## src/rtl/beats_pkg.sv

```systemverilog
// Shared types and constants for the drum bar player: bar layout, FSM states,
// one-hot beat markers.
package beats_pkg;

    localparam int BAR_W  = 8;
    localparam int HAND_W = 4;
    localparam int STEPS  = 4;

    typedef struct packed {
        logic [HAND_W-1:0] left;
        logic [HAND_W-1:0] right;
    } bar_t;

    typedef enum logic {
        IDLE = 1'b0,
        PLAY = 1'b1
    } state_t;

    localparam logic [3:0] BEAT_ONE   = 4'b1000;
    localparam logic [3:0] BEAT_TWO   = 4'b0100;
    localparam logic [3:0] BEAT_THREE = 4'b0010;
    localparam logic [3:0] BEAT_FOUR  = 4'b0001;

    // Step index to one-hot marker; also serves as the per-hand bit select.
    function automatic logic [3:0] beat_of(input logic [1:0] step);
        logic [3:0] b;
        case (step)
            2'd0:    b = BEAT_ONE;
            2'd1:    b = BEAT_TWO;
            2'd2:    b = BEAT_THREE;
            default: b = BEAT_FOUR;
        endcase
        return b;
    endfunction

endpackage

```

## src/rtl/beats_player_if.sv

```systemverilog
// Bar queue handshake between the pattern generator (master) and the player (slave).
interface beats_player_if;
    import beats_pkg::*;

    logic [BAR_W-1:0] bar_in;
    logic             bar_valid;
    logic             bar_ready;

    modport master (output bar_in, output bar_valid, input  bar_ready);
    modport slave  (input  bar_in, input  bar_valid, output bar_ready);

endinterface

```

## src/rtl/beats_tick_div.sv

```systemverilog
// Tempo counter: counts 0..TICK_DIV-1 while enabled, held at zero by clr.
module beats_tick_div #(
    parameter int TICK_DIV = 4
) (
    input  logic clk,
    input  logic rst,
    input  logic en,
    input  logic clr,
    output logic tick0,
    output logic tick_last
);

    localparam logic [15:0] LAST = 16'(TICK_DIV - 1);

    logic [15:0] cnt;

    always_ff @(posedge clk) begin
        if (rst || clr) begin
            cnt <= '0;
        end else if (en) begin
            cnt <= (cnt == LAST) ? '0 : cnt + 16'd1;
        end
    end

    assign tick0     = en && (cnt == '0);
    assign tick_last = en && (cnt == LAST);

endmodule

```

## src/rtl/beats_player.sv

```systemverilog
// Drum bar player: one active + one queued bar, step strobes at TICK_DIV tempo.
// Build option BEATS_LOOP_EN: replay the active bar on underrun instead of stopping.
//
// state | meaning
// IDLE  | no playback; waits for start with a queued bar
// PLAY  | stepping through the active bar, one step per TICK_DIV cycles
module beats_player #(
    parameter int TICK_DIV = 4,
    parameter int STEPS    = 4
) (
    input  logic                 clk,
    input  logic                 rst,
    beats_player_if.slave        bar,
    input  logic                 start,
    input  logic                 stop,
    output logic                 left_hit,
    output logic                 right_hit,
    output logic [3:0]           beat,
    output logic                 playing,
    output logic                 underrun
);
    import beats_pkg::*;

    state_t     state;
    bar_t       active;
    bar_t       shadow;
    logic       shadow_full;
    logic [1:0] step;
    logic       tick0;
    logic       tick_last;

    assign bar.bar_ready = !shadow_full;
    assign playing       = (state == PLAY);

    beats_tick_div #(.TICK_DIV(TICK_DIV)) u_tick (
        .clk      (clk),
        .rst      (rst),
        .en       (state == PLAY),
        .clr      (stop || state != PLAY),
        .tick0    (tick0),
        .tick_last(tick_last)
    );

    always_ff @(posedge clk) begin
        if (rst) begin
            state       <= IDLE;
            active      <= '0;
            shadow      <= '0;
            shadow_full <= 1'b0;
            step        <= '0;
            left_hit    <= 1'b0;
            right_hit   <= 1'b0;
            beat        <= '0;
            underrun    <= 1'b0;
        end else begin
            left_hit  <= 1'b0;
            right_hit <= 1'b0;
            beat      <= '0;
            underrun  <= 1'b0;

            // Ready is low while full, so this never collides with a shadow move.
            if (bar.bar_valid && !shadow_full) begin
                shadow      <= bar_t'(bar.bar_in);
                shadow_full <= 1'b1;
            end

            if (stop) begin
                state  <= IDLE;
                active <= '0;
                step   <= '0;
            end else begin
                case (state)
                    IDLE: begin
                        if (start && shadow_full) begin
                            active      <= shadow;
                            shadow_full <= 1'b0;
                            step        <= '0;
                            state       <= PLAY;
                        end
                    end
                    PLAY: begin
                        if (tick0) begin
                            left_hit  <= |(active.left  & beat_of(step));
                            right_hit <= |(active.right & beat_of(step));
                            beat      <= beat_of(step);
                        end
                        if (tick_last) begin
                            if (step == 2'(STEPS - 1)) begin
                                step <= '0;
                                if (shadow_full) begin
                                    active      <= shadow;
                                    shadow_full <= 1'b0;
                                end else begin
                                    underrun <= 1'b1;
`ifndef BEATS_LOOP_EN
                                    state  <= IDLE;
                                    active <= '0;
`endif
                                end
                            end else begin
                                step <= step + 2'd1;
                            end
                        end
                    end
                    default: state <= IDLE;
                endcase
            end
        end
    end

    assert property (@(posedge clk) disable iff (rst) $onehot0(beat));
    assert property (@(posedge clk) disable iff (rst) (32'(step) < STEPS) && (STEPS == beats_pkg::STEPS));

endmodule

```

## src/flat_wrapper.sv

```systemverilog
// flat-port wrapper written by rule: the top's interface ports become plain ports
module beats_player_flat import beats_pkg::*;
#(
    parameter int TICK_DIV = 4,
    parameter int STEPS    = 4
)
  (clk, rst, start, stop, left_hit, right_hit, beat, playing, underrun, bar_bar_in, bar_bar_valid, bar_bar_ready);
  beats_player_if bar_i ();
  input  logic clk;
  input  logic rst;
  input  logic start;
  input  logic stop;
  output logic left_hit;
  output logic right_hit;
  output logic [3:0] beat;
  output logic playing;
  output logic underrun;
  input wire logic [$bits(bar_i.bar_in)-1:0] bar_bar_in;
  input wire logic [$bits(bar_i.bar_valid)-1:0] bar_bar_valid;
  output wire logic [$bits(bar_i.bar_ready)-1:0] bar_bar_ready;
  assign bar_i.bar_in = bar_bar_in;
  assign bar_i.bar_valid = bar_bar_valid;
  assign bar_bar_ready = bar_i.bar_ready;
  beats_player #(.TICK_DIV(TICK_DIV), .STEPS(STEPS)) u_core (.clk(clk), .rst(rst), .bar(bar_i), .start(start), .stop(stop), .left_hit(left_hit), .right_hit(right_hit), .beat(beat), .playing(playing), .underrun(underrun));
endmodule
```

## config.mk

```make
export PLATFORM = sky130hd
export DESIGN_NAME = beats_player_flat
export DESIGN_NICKNAME = d
export VERILOG_FILES = /design/src/rtl/beats_pkg.sv /design/src/rtl/beats_player_if.sv /design/src/rtl/beats_tick_div.sv /design/src/rtl/beats_player.sv /design/src/flat_wrapper.sv
export SDC_FILE = /design/constraint.sdc
export NUM_CORES = 1
export LEC_CHECK = 0
export CAP_MARGIN = 20
export CORE_MARGIN = 2
export CORE_UTILIZATION = 45
export DETAILED_ROUTE_END_ITERATION = 16
export PLACE_DENSITY = 0.74
export SETUP_SLACK_MARGIN = 0.15
export SLEW_MARGIN = 25
export SYNTH_ARGS = -nofsm -noshare
export SYNTH_HDL_FRONTEND = slang
export SYNTH_SLANG_ARGS = --single-unit
```

## constraint.sdc

```tcl
create_clock -name clk -period 2.1 [get_ports clk]
set_clock_uncertainty 0.15 [all_clocks]
set_input_delay 0.42 -clock clk [delete_from_list [all_inputs] [get_ports clk]]
set_output_delay 0.42 -clock clk [all_outputs]
set_load 0.02 [all_outputs]
```

==> metrics.txt <==
# TYPE chip_impl_metric gauge
chip_impl_metric{name="number_of_synthesis_warnings",unit=""} 0
chip_impl_metric{name="diodes",unit=""} 0
chip_impl_info{name="ys_dominant_reg_cell",value="dfxtp_1"} 1
chip_impl_info{name="cp_cell_sequence",value="or4_4 > or3_4 > o31ai_4 > a22o_1"} 1
chip_impl_info{name="worst_path_dominant_cell_family",value="simple AND/OR/NAND/NOR gates"} 1
chip_impl_metric{name="num_io_pins",unit=""} 22
chip_impl_metric{name="final_hold_viol_count",unit=""} 0
chip_impl_metric{name="synth.avg_cell_area",unit="um^2"} 9.190
chip_impl_metric{name="cellLeakagePower",unit="uW"} 0.0008508
chip_impl_info{name="worst_setup_path_start_kind",value="flop"} 1
chip_impl_metric{name="fmaxAchievable",unit="MHz"} 486.1
chip_impl_metric{name="detailedRoute.firstPassIterationCount",unit=""} 4
chip_impl_metric{name="place_congestion",unit=""} 0.8837
chip_impl_metric{name="clock_latency_of_the_later_clocked_register_in_the_worst_skew_pair",unit="ns"} 0.29
chip_impl_info{name="worstHoldPathType",value="flop to flop"} 1
chip_impl_metric{name="num_vias",unit=""} 1494
chip_impl_metric{name="synthArstFlopShare",unit=""} 0
chip_impl_metric{name="total_power",unit="uW"} 1576
chip_impl_info{name="synth_top_cell_by_area",value="dfxtp_1"} 1
chip_impl_metric{name="period_share",unit=""} 0.9797
chip_impl_metric{name="placed_cells_incl_taps",unit=""} 284
chip_impl_metric{name="cts_num_sinks",unit=""} 43
chip_impl_metric{name="fin_worst_hold_slack",unit="ns"} 0.3111
chip_impl_metric{name="place.port_buffers",unit=""} 21
chip_impl_metric{name="nets",unit=""} 261
chip_impl_metric{name="timing.critical_path.fanout_max",unit=""} 8
chip_impl_metric{name="grt_antenna_before_repair",unit=""} 0
chip_impl_metric{name="synth_enable_flop_cells",unit=""} 0
chip_impl_metric{name="floorplan.die_area",unit="mm^2"} 0.004612
chip_impl_metric{name="postLayoutSetupSlackWorst",unit="ns"} 0.04265
chip_impl_metric{name="synthDistinctLibCells",unit=""} 40
chip_impl_metric{name="layout-drive-gt1-share",unit=""} 0.1818
chip_impl_info{name="root_buffer",value="clkbuf_8"} 1
chip_impl_metric{name="setup_violations",unit=""} 0
chip_impl_metric{name="clock_transition_at_the_register_clock_pins_on_the_worst_setup_and_hold_paths_after_cts",unit="ns"} 0.08
chip_impl_metric{name="worst_slew_pin_slew",unit="ns"} 0.4567
chip_impl_metric{name="detail_route.wirelength",unit="um"} 3573
chip_impl_metric{name="clock_path_buffers",unit=""} 2
chip_impl_info{name="tritoncts",value="built"} 1
chip_impl_metric{name="grt_max_degree",unit=""} 15
chip_impl_metric{name="grt_usage",unit=""} 0.1768
chip_impl_metric{name="ys_seq_elements",unit=""} 43
chip_impl_metric{name="dpl.hpwl",unit="um"} 2689
chip_impl_metric{name="part_of_the_yosys_area_used_for_sequential_elements",unit=""} 0.4683
chip_impl_metric{name="core.rowCount",unit=""} 23
chip_impl_metric{name="critPathMaxStageDelay",unit="ns"} 0.55
chip_impl_metric{name="post-synth-top-area-fraction",unit=""} 0.4683
chip_impl_metric{name="timing.final.crit_period",unit="ns"} 2.057
chip_impl_metric{name="netlist_area",unit="mm^2"} 0.001838
chip_impl_metric{name="synth_nets",unit=""} 220
chip_impl_metric{name="vias_per_cell",unit=""} 5.116
chip_impl_metric{name="start_util",unit=""} 0.4628
chip_impl_info{name="critical_path_class",value="flop to flop"} 1
chip_impl_info{name="setup_repair_after_global_routing_missed_its_margin",value="yes"} 1
chip_impl_metric{name="detail-route-antenna-nets",unit=""} 0
chip_impl_metric{name="timing.critical_path.buf_inv",unit=""} 0
chip_impl_metric{name="place_worst_setup_slack",unit="ns"} -0.01091
chip_impl_metric{name="dr.first_iter.drc_count",unit=""} 78
chip_impl_metric{name="reg2reg_slack",unit="ns"} 0.04
chip_impl_metric{name="routedWlPerCell",unit="um"} 12.24
chip_impl_metric{name="die_width",unit="um"} 67.91
chip_impl_metric{name="die_height",unit="um"} 67.91
chip_impl_metric{name="max-cap-violations",unit=""} 0
chip_impl_metric{name="syn2layout_area_growth",unit="%"} 29.20
chip_impl_metric{name="critical_path_required",unit="ns"} 2.18
chip_impl_info{name="synth_top_cells_by_count",value="dfxtp_1, nand2_1, nor2_1"} 1
chip_impl_metric{name="slew_violations",unit=""} 0
chip_impl_metric{name="finalNonFillerCells",unit=""} 292
chip_impl_metric{name="worst-endpoint-arrival",unit="ns"} 2.14
chip_impl_info{name="run_status",value="completed"} 1
chip_impl_info{name="critical-path-slowest-cell",value="or4_4"} 1
chip_impl_metric{name="slew_headroom",unit=""} 0.6946
chip_impl_metric{name="irDropWorstVdd",unit="uV"} 360.5
chip_impl_metric{name="grt_first_pass_wirelength",unit="um"} 6016
chip_impl_metric{name="drc",unit=""} 0
chip_impl_info{name="synth.most_common_cell",value="dfxtp_1"} 1
chip_impl_info{name="cells_taking_the_most_area_after_synthesis",value="dfxtp_1, nand2_1, ha_1"} 1
chip_impl_metric{name="h-tree-depth",unit=""} 2
chip_impl_metric{name="netlist_instances",unit=""} 200
chip_impl_metric{name="power.density_cell_area",unit="mW/mm^2"} 663.5
chip_impl_metric{name="via_count_of_the_first_global_routing_pass",unit=""} 1322
chip_impl_info{name="worst_setup_path_end_kind",value="flop"} 1
chip_impl_metric{name="grt_remaining_overflow",unit=""} 0
chip_impl_metric{name="cts_inserted_buffers",unit=""} 5
chip_impl_metric{name="area_of_the_core",unit="mm^2"} 0.003971
==> worst reg2reg max path, stage by stage (launching register included) <==
cell and delay, ns:
dfxtp_1 0.32, or4_4 0.55, or3_4 0.42, o31ai_4 0.37, a22o_1 0.20
==> state kept, by name (all words and copies together) (netlist names) <==
name and cells:
u_core.step 2, u_core.playing 1, u_core.shadow 8, u_core.active 8, u_core.beat 4, u_core.u_tick.cnt 16
u_core.shadow_full 1, u_core.underrun 1, u_core.left_hit 1, u_core.right_hit 1
==> placed cells by master, fill, tap and decap left out, types with 2 or more instances in the layout <==
master,instances
buf_4,18
ha_1,7
xnor2_1,8
nor4_1,6
nand3_1,10
clkdlybuf4s50_1,19
nand2_1,27
a21boi_2,2
a22oi_1,4
nor2_1,18
dfxtp_2,4
inv_1,9
a22o_1,8
a21oi_1,12
nor2b_1,3
clkbuf_8,5
mux2i_1,2
nor3_1,3
or4_1,2
nand4_1,2
o41ai_1,2
or3_4,2
and2_1,4
dfxtp_1,39
or4_4,2
dlygate4sd2_1,2
==> metal layers <==
layer | global-route usage | wire [um] | vias to the layer above
li1 | - | - | 790
met1 | 0.2416 | 1805 | 669
met2 | 0.2672 | 1563 | 31
met3 | 0.04605 | 155 | 4
met4 | 0.06750 | 48 | 0
met5 | 0 | 0 | -
==> metrics by stage <==
step	setup TNS, ns	util	instance area (um^2)
floorplan	0	-	1843
global placement	0	0.5652	2245
detailed placement	-0.04915	0.5652	2245
CTS	0	0.5980	2375
global route	-0.3101	0.5980	2375
finish	0	0.5980	2375
==> power by group <==
| group | leakage [uW] | total (uW) | internal, uW | switching (uW) |
|---|---|---|---|---|
| clock | 0.0000581 | 631 | 354 | 277 |
| combinational | 0.000443 | 98.5 | 51.1 | 47.4 |
| sequential | 0.000350 | 846 | 831 | 15.1 |
| total | 0.000851 | 1580 | 1240 | 339 |
==> worst paths after layout <==
path	startpoint	end	depth (start not counted)
max	u_core.u_tick.cnt[2]	u_core.active[7]	4
min	u_core.shadow[0]	u_core.shadow[0]	2
max reg2reg	u_core.u_tick.cnt[2]	u_core.active[7]	4
min reg2reg	u_core.shadow[0]	u_core.shadow[0]	2
==> repair_timing <==
item,in CTS,in global routing
endpoints found under the setup margin,32,31
hold buffers,0,0
setup buffers,0,0
pin swaps,5,8
gates resized for setup,9,0
==> cell families after synthesis <==
| kind of cell | count (synthesis) | synth area share |
|---|---|---|
| xor+xnor | 9 | 0.04289 |
| compound gates | 38 | 0.1613 |
| simple gates | 86 | 0.2362 |
| fa+ha+maj | 7 | 0.04765 |
| buf+inv | 15 | 0.03268 |
| mux | 2 | 0.01089 |
| flops | 43 | 0.4683 |
==> area by class of cell <==
cell class | instances | area (um^2)
fill | 359 | 1597
clock inverter | 3 | 43.79
sequential | 43 | 865.8
multi-input combinational | 142 | 937.1
timing repair buffer | 40 | 362.8
inverter | 9 | 33.78
clock buffer | 5 | 68.82
tap | 50 | 62.56
No activity file was read; power rests on OpenSTA's default activity.
